[src/rtl/global_buffer_param.sv]
// Global buffer shared parameters and types for the GLB <-> CGRA stream path.
package global_buffer_param;

  localparam int CGRA_DATA_WIDTH = 16;

  // One stream beat: payload word plus the control bit that travels with it.
  typedef struct packed {
    logic                       ctrl;
    logic [CGRA_DATA_WIDTH-1:0] data;
  } strm_word_t;

  // Occupancy-derived control state of a stream FIFO.
  typedef enum logic [1:0] {
    STRM_EMPTY   = 2'd0,
    STRM_PARTIAL = 2'd1,
    STRM_FULL    = 2'd2
  } strm_state_e;

  // Classify an occupancy value against the FIFO depth.
  function automatic strm_state_e strm_state(input int cnt, input int depth);
    if (cnt == 0) begin
      return STRM_EMPTY;
    end
    if (cnt >= depth) begin
      return STRM_FULL;
    end
    return STRM_PARTIAL;
  endfunction

endpackage

[src/rtl/glb_strm_fifo_mem.sv]
// Register-array storage for the CGRA stream FIFO: one write port,
// asynchronous read port. DEPTH need not be a power of two.
module glb_strm_fifo_mem #(
  parameter int DEPTH      = 4,
  parameter int WIDTH      = 17,
  parameter int ADDR_WIDTH = $clog2(DEPTH)
) (
  input  logic                  clk,
  input  logic                  wr_en,
  input  logic [ADDR_WIDTH-1:0] wr_addr,
  input  logic [WIDTH-1:0]      wr_data,
  input  logic [ADDR_WIDTH-1:0] rd_addr,
  output logic [WIDTH-1:0]      rd_data
);

  logic [WIDTH-1:0] mem_q [DEPTH];

  // Write the incoming beat into the addressed slot.
  // NOTE: storage has no reset; validity is tracked by the pointers and count,
  // so clearing the array would only cost flops and reset fan-out.
  always_ff @(posedge clk) begin
    if (wr_en) begin
      mem_q[wr_addr] <= wr_data;
    end
  end

  assign rd_data = mem_q[rd_addr];

endmodule

[src/rtl/glb_cgra_strm_fifo.sv]
// Elastic ready/valid buffer between a GLB tile stream port and a CGRA
// io16/io1 input. in_rdy is fully registered, so the CGRA back-pressure path
// never reaches the GLB combinationally. Supports group flush and output stall.
// DEPTH must be at least 2 for full single-beat throughput.
module glb_cgra_strm_fifo
  import global_buffer_param::*;
#(
  parameter int DEPTH      = 4,
  parameter int DATA_WIDTH = CGRA_DATA_WIDTH,
  parameter int CNT_WIDTH  = $clog2(DEPTH + 1)
) (
  input  logic                  clk,
  input  logic                  reset,
  input  logic                  flush,
  input  logic                  stall,
  input  logic [DATA_WIDTH-1:0] in_data,
  input  logic                  in_ctrl,
  input  logic                  in_vld,
  output logic                  in_rdy,
  output logic [DATA_WIDTH-1:0] out_data,
  output logic                  out_ctrl,
  output logic                  out_vld,
  input  logic                  out_rdy,
  output logic [CNT_WIDTH-1:0]  count,
  output logic                  overflow_err
);

  localparam int                   PTR_WIDTH = $clog2(DEPTH);
  localparam logic [PTR_WIDTH-1:0] PTR_LAST  = PTR_WIDTH'(DEPTH - 1);
  localparam logic [CNT_WIDTH-1:0] CNT_ONE   = CNT_WIDTH'(1);

  // Pointers run 0..DEPTH-1 and wrap explicitly, so any DEPTH works.
  function automatic logic [PTR_WIDTH-1:0] ptr_inc(input logic [PTR_WIDTH-1:0] ptr);
    return (ptr == PTR_LAST) ? '0 : ptr + PTR_WIDTH'(1);
  endfunction

  logic [PTR_WIDTH-1:0] wr_ptr_q, wr_ptr_d;
  logic [PTR_WIDTH-1:0] rd_ptr_q, rd_ptr_d;
  logic [CNT_WIDTH-1:0] cnt_q, cnt_d;
  strm_state_e          state_q, state_d;
  logic                 in_rdy_q, in_rdy_d;
  logic                 out_vld_q, out_vld_d;
  logic                 overflow_err_q, overflow_err_d;

  logic                 push;
  logic                 pop;
  logic                 mem_we;
  logic [DATA_WIDTH:0]  rd_word;

  // Handshakes use only registered ready/valid.
  assign push   = in_vld && in_rdy_q;
  assign pop    = out_vld_q && out_rdy;
  assign mem_we = push && !flush;

  glb_strm_fifo_mem #(
    .DEPTH      (DEPTH),
    .WIDTH      (DATA_WIDTH + 1),
    .ADDR_WIDTH (PTR_WIDTH)
  ) u_mem (
    .clk     (clk),
    .wr_en   (mem_we),
    .wr_addr (wr_ptr_q),
    .wr_data ({in_ctrl, in_data}),
    .rd_addr (rd_ptr_q),
    .rd_data (rd_word)
  );

  // Next-state for pointers, occupancy, control state and registered handshake outputs.
  // NOTE: every variable gets a default at the top of the block, so no path can
  // leave one unassigned and infer a latch.
  always_comb begin
    wr_ptr_d       = wr_ptr_q;
    rd_ptr_d       = rd_ptr_q;
    cnt_d          = cnt_q;
    overflow_err_d = overflow_err_q;

    // in_rdy blocks this; the flag exists to expose a broken handshake.
    if (push && (state_q == STRM_FULL)) begin
      overflow_err_d = 1'b1;
    end

    if (flush) begin
      wr_ptr_d = '0;
      rd_ptr_d = '0;
      cnt_d    = '0;
    end else begin
      if (push) begin
        wr_ptr_d = ptr_inc(wr_ptr_q);
      end
      if (pop) begin
        rd_ptr_d = ptr_inc(rd_ptr_q);
      end
      case ({push, pop})
        2'b10:   cnt_d = cnt_q + CNT_ONE;
        2'b01:   cnt_d = cnt_q - CNT_ONE;
        default: cnt_d = cnt_q;
      endcase
    end

    state_d   = strm_state(32'(cnt_d), DEPTH);
    in_rdy_d  = (state_d != STRM_FULL);
    out_vld_d = (state_d != STRM_EMPTY) && !stall;
  end

  // Control FSM with registered outputs; reset dominates flush.
  // NOTE: sequential state uses non-blocking assignments so every flop samples
  // pre-edge values regardless of statement order.
  always_ff @(posedge clk) begin
    if (reset) begin
      wr_ptr_q       <= '0;
      rd_ptr_q       <= '0;
      cnt_q          <= '0;
      state_q        <= STRM_EMPTY;
      in_rdy_q       <= 1'b0;
      out_vld_q      <= 1'b0;
      overflow_err_q <= 1'b0;
    end else begin
      wr_ptr_q       <= wr_ptr_d;
      rd_ptr_q       <= rd_ptr_d;
      cnt_q          <= cnt_d;
      state_q        <= state_d;
      in_rdy_q       <= in_rdy_d;
      out_vld_q      <= out_vld_d;
      overflow_err_q <= overflow_err_d;
    end
  end

  // Head word is forced to zero whenever nothing is stored.
  assign out_data     = (state_q != STRM_EMPTY) ? rd_word[DATA_WIDTH-1:0] : '0;
  assign out_ctrl     = (state_q != STRM_EMPTY) ? rd_word[DATA_WIDTH]     : 1'b0;
  assign out_vld      = out_vld_q;
  assign in_rdy       = in_rdy_q;
  assign count        = cnt_q;
  assign overflow_err = overflow_err_q;

endmodule

[config.mk]
export PLATFORM = sky130hd
export DESIGN_NAME = glb_cgra_strm_fifo
export DESIGN_NICKNAME = d
export VERILOG_FILES = /design/src/rtl/global_buffer_param.sv /design/src/rtl/glb_strm_fifo_mem.sv /design/src/rtl/glb_cgra_strm_fifo.sv
export SDC_FILE = /design/constraint.sdc
export NUM_CORES = 1
export LEC_CHECK = 0
export ABC_CLOCK_PERIOD_IN_PS = 3540
export CAP_MARGIN = 20
export CORE_MARGIN = 10
export CORE_UTILIZATION = 40
export DETAILED_ROUTE_END_ITERATION = 12
export HOLD_SLACK_MARGIN = 0.02
export MAX_ROUTING_LAYER = met4
export SETUP_SLACK_MARGIN = 0.05
export SYNTH_ARGS = -nofsm -noshare
export SYNTH_HDL_FRONTEND = slang
export SYNTH_HIERARCHICAL = 1
export SYNTH_SLANG_ARGS = --single-unit
[constraint.sdc]
create_clock -name clk -period 3.54 [get_ports clk]
set_clock_uncertainty 0.2 [all_clocks]
set_input_delay 0.708 -clock clk [delete_from_list [all_inputs] [get_ports clk]]
set_output_delay 0.708 -clock clk [all_outputs]
set_load 0.005 [all_outputs]
# [Word-level counts from Yosys, hierarchy flattened]
# Memories as Yosys holds them, arrays and structs flattened. A register that Yosys moved wholly into a read port is not among the register bits.
# Index checks and enable logic that the tools add are counted.
# W data, S select, Z words.
[word_totals] regBits=12 latchBits=0 ram_bits=68 rom_bits=0 input_bits=23 out_inout_bits=23 word_cells=47 mem_count=1
[op_classes] addsub=4 n_mul=0 div=0 order_cmp=1 n_eq_ne=6 shift=0 n_mux=17 n_bitwise=0 reduce_logical=11
[memory_table] name="u_mem.mem_q" depth=4 width=17 rd=1 rd_ports_with_merged_regs=1 write_ports=1 line="glb_strm_fifo_mem.sv:16" source="logic [WIDTH-1:0] mem_q [DEPTH];"
[op_table] operator="$mux W16" count=1
[op_table] operator="$mux W2" count=8
[op_table] operator="$eq A2 B2 Y1 const B" count=4
[op_table] operator="$mux W1" count=6
[op_table] operator="$pmux W3 S2" count=1
[op_table] operator="$logic_and A1 B1 Y1" count=5
[op_table] operator="$add A2 B1 Y2 const B" count=2
[op_table] operator="$reduce_bool A2 Y1" count=2
[op_table] operator="$add A3 B1 Y3 const B" count=1
[op_table] operator="$ge A3 B3 Y1 const B" count=1
[op_table] operator="$logic_not A3 Y1" count=1
[op_table] operator="$mux W3" count=1
[op_table] operator="$sub A3 B1 Y3 const B" count=1
[op_table] operator="$eq A2 B1 Y1 const B" count=1
[op_table] operator="$logic_not A1 Y1" count=2
[op_table] operator="$ne A2 B2 Y1 const B" count=1
[op_table] operator="$reduce_or A2 Y1" count=1

# [Longest topological paths before layout]
# Gate-level depths: netlist (run 1).
[depth] word_depth=11 mapped_depth=7 mapped_depth_nobuf=7

# [Hierarchy]
# The synthesis (run 1) kept the hierarchy.
[by_module_without_submodules] module="glb_strm_fifo_mem" instances=1 cells_per_inst=93 area_each_um2=2523.7 seq_area_each_um2=2042.0
[by_module_without_submodules] module="glb_cgra_strm_fifo" instances=1 cells_per_inst=71 area_each_um2=648.1 seq_area_each_um2=240.2

# [Worst setup path after synthesis (run 1)]
# OpenSTA, ideal clock, no wires.
[synth_path] kind="in2reg" startpoint="in in_vld" endpoint="mem u_mem.mem_q[0][0], enable pin" setup_time_ns=0.416 t_arrival_ns=2.312 required_ns=2.924 setup_slack_ns=0.612 cell_stages=3 n_path_buf=0 path_cell_list="nand2_1 > nor2_1 > nor3b_1"
[synth_via] elab_chain_cells=4
[synth_lines] item="start: declaration" line="glb_cgra_strm_fifo.sv:18" source="input logic in_vld,"
[synth_lines] item="$logic_and A1 B1 Y1" line="glb_cgra_strm_fifo.sv:51" source="assign push = in_vld && in_rdy_q;"
[synth_lines] item="$logic_and A1 B1 Y1" line="glb_cgra_strm_fifo.sv:53" source="assign mem_we = push && !flush;"
[synth_lines] item="net mem_we" line="glb_cgra_strm_fifo.sv:47" source="logic mem_we;"
[synth_lines] item="$mux W1" line="glb_strm_fifo_mem.sv:22" source="if (wr_en) begin"
[synth_lines] item="$mux W1 (not written as such)" line="glb_strm_fifo_mem.sv:23" source="mem_q[wr_addr] <= wr_data;"
[synth_lines] item="end: declaration" line="glb_strm_fifo_mem.sv:16"
# The timed path passes the listed nets, and every way through them passes these cells.

==> results of run 1 <==
## report_power, final
group	internal, mW	switching (mW)	total, mW
registers	1.03	0.00544	1.04
clock network	0.319	0.289	0.609
logic	0.0550	0.0386	0.0936
## layout make-up
type	instances	share of cell area, %
Clock buffer	11	3.33
Clock inverter	5	1.20
Inverter	2	0.190
Multi-Input combinational cell	76	21.2
Sequential cell	80	57.8
Tap cell	102	3.23
Timing Repair Buffer	52	13.1
## worst min path at each step
stage / slack (ns) / cells past startpoint / end / start
finish: 0.29 / 1 / overflow_err / overflow_err
global route: 0.33 / 1 / overflow_err / overflow_err
CTS: 0.29 / 1 / overflow_err / overflow_err
detailed placement: 0.27 / 1 / overflow_err / overflow_err
global placement: 0.26 / 1 / overflow_err / overflow_err
floorplan: 0.25 / 2 / rd_ptr_q[1] / rd_ptr_q[1]
## flip-flops by register name, summed over array words and instances, names as in the netlist
name,cells
u_mem/mem_q,68
count,3
rd_ptr_q,2
state_q,2
wr_ptr_q,2
in_rdy,1
out_vld,1
overflow_err,1
## cell families (layout without fill, tap and decap cells)
| group | count (synthesis) | count (layout) | share of synthesized area [%] |
|---|---|---|---|
| AOI/OAI and AO/OA | 9 | 9 | 1.97 |
| xor gates and xnor gates | 1 | 1 | 0.276 |
| adders and majority gates | 4 | 4 | 1.81 |
| buffers and inverters | 8 | 70 | 1.81 |
| DFF | 80 | 80 | 72.0 |
| muxes | 20 | 20 | 13.8 |
| and+or+nand+nor | 42 | 42 | 8.32 |
## per-layer routing
layer / vias up / GRT usage, % / routed length (um)
met4: 0 / 4.52 / 42
met1: 841 / 12.3 / 2480
met2: 40 / 17.7 / 3040
met3: 6 / 3.13 / 305
li1: 763 / - / -
met5: - / - / 0
## per-stage QoR
| step | util, % | worst slack [ns] | instance area [um2] | power [mW] |
|---|---|---|---|---|
| global placement | 48.8 | 0.509 | 3770 | 1.15 |
| global route | 51.1 | 0.251 | 3950 | 1.82 |
| detailed placement | 48.8 | 0.458 | 3770 | 1.16 |
| floorplan | - | 0.612 | 3170 | 1.09 |
| CTS | 51.1 | 0.322 | 3950 | 1.76 |
| finish | 51.1 | 0.362 | 3950 | 1.74 |
## cell usage after synthesis, types with 2 or more instances
library cell and n:
edfxtp_1 68, dfxtp_1 12, and2b_1 10, mux4_2 10, nor2b_1 8, mux4_1 7
nor2_1 7, a21oi_1 4, nand2_1 4, and3b_1 3, buf_2 3, ha_1 3
mux2i_1 3, inv_1 2, nand2b_1 2, nand3_1 2, nor3b_1 2
## worst max-delay path, cell delays in order, from the launching register on
cell and delay, ns:
dfxtp_1 0.53, buf_12 0.22, mux4_1 0.56, nor2b_1 0.15, clkdlybuf4s50_1 0.47
==> out/metrics.cfg, run 1 <==
[grt]
grt_start_max_net_pins = 18
antenna_found_initial = 0
grt_usage_pct = 10.9
grt_pass1_wl_um = 9520
grt_overflow = 0
grt_pass1_vias = 1851

[final_layout]
diodes = 0
stdcell_count = 328
seq_area_um2 = 2280
fillers = 626
layout-drive-gt1-share_pct = 14.6
syn_to_final_growth_pct = 24.5
final_common_cell = edfxtp_1
multi_input_area_um2 = 837
final_cell_mix = edfxtp_1 (68), clkdlybuf4s50_1 (45), dfxtp_1 (12)
nets = 248

[routing]
ant_nets = 0
detailedRoute.firstPassIterationCount = 4
drtIter0Drc = 66
wl_um = 5870
viasPerCell = 5.03
vias = 1650
drc_errors = 0
routedWlPerCell_um = 17.9

[synthesis]
ys.flop_type = edfxtp_1
synthArstFlopShare_pct = 0
ys_types = 31
synth_area_leaders = edfxtp_1 (64%), dfxtp_1 (7.6%), mux4_2 (7.1%)
yosysSeqAreaShare_pct = 72.0
netlist_instances = 164
netlist_area_um2 = 3170
yosysWarnings = 6
synth_seq_cells = 80
synth_top_area_share_pct = 64.4
synth_edf_count = 68
synth.net_count = 191
avgSynthCellArea_um2 = 19.3
yosys.area.top_type = edfxtp_1

[clocking]
insertion_delay_ns = 0.33
cts_tree = yes
cts_max_path_buffers = 2
post_cts_resize_count = 0
ctsHoldBuffers = 0
clkSinkCount = 80
cts_root_buf = clkbuf_8
cts_setup_buffers = 0
numCtsBuffers = 9
htree_levels = 3
clk_pin_slew_ns = 0.07

[timing]
finalSetupViolations = 0
holdWs_ns = 0.290
finalSetupTns_ns = 0
worst_slew_pin_slew_ns = 0.356
rsz0062_at_grt = false
finalHoldViolCount = 0
timing.final.crit_share_pct = 89.8
fmax_mhz = 315
max_slew_margin_pct = 76.2
min_period_ns = 3.18
slew_violations = 0

[worst_setup_path]
crit_start = rd_ptr_q[0]
critical_path_arrival_ns = 2.27
critPathLaunchType = register
crit_required_ns = 2.63
r2r_end = in_rdy
cp-end-kind = output port
worstPathMaxFanout = 14
critPathKind = register to output port
endpoint = out_ctrl
r2r_slack_ns = 1.27
ff2ff_path_depth = 6
r2r-start = in_rdy

[pwr]
powerDensity_nw_per_um2 = 441
peakVddDrop_uv = 180
power.leakage_nw = 1.35

[floorplanning]
start_util_pct = 41.0
die_w_um = 109
rows = 32
die_y_um = 109
fp.dieArea_um2 = 11900
ios = 46
core_area_um2 = 7730

[place]
port_buffers = 45
gp_congestion = 0.808
hpwlAfterDp_um = 3920
dp.cells = 312

[flow_run]
maxCapViolCount = 0

[outcome]
status = finished clean

[worst_hold_path]
min_path_type = register to register

(Power assumes the default switching activity.)
==> run 2, diff against run 1 <==
--- a/config.mk
+++ b/config.mk
@@ -12,7 +12,7 @@
 export DETAILED_ROUTE_END_ITERATION = 12
 export HOLD_SLACK_MARGIN = 0.02
 export MAX_ROUTING_LAYER = met4
-export SETUP_SLACK_MARGIN = 0.05
+export SLEW_MARGIN = 10
 export SYNTH_ARGS = -nofsm -noshare
 export SYNTH_HDL_FRONTEND = slang
 export SYNTH_HIERARCHICAL = 1
==> results of run 2 <==
Same layout as run 1: the final DEF is identical, and so are final timing and power.
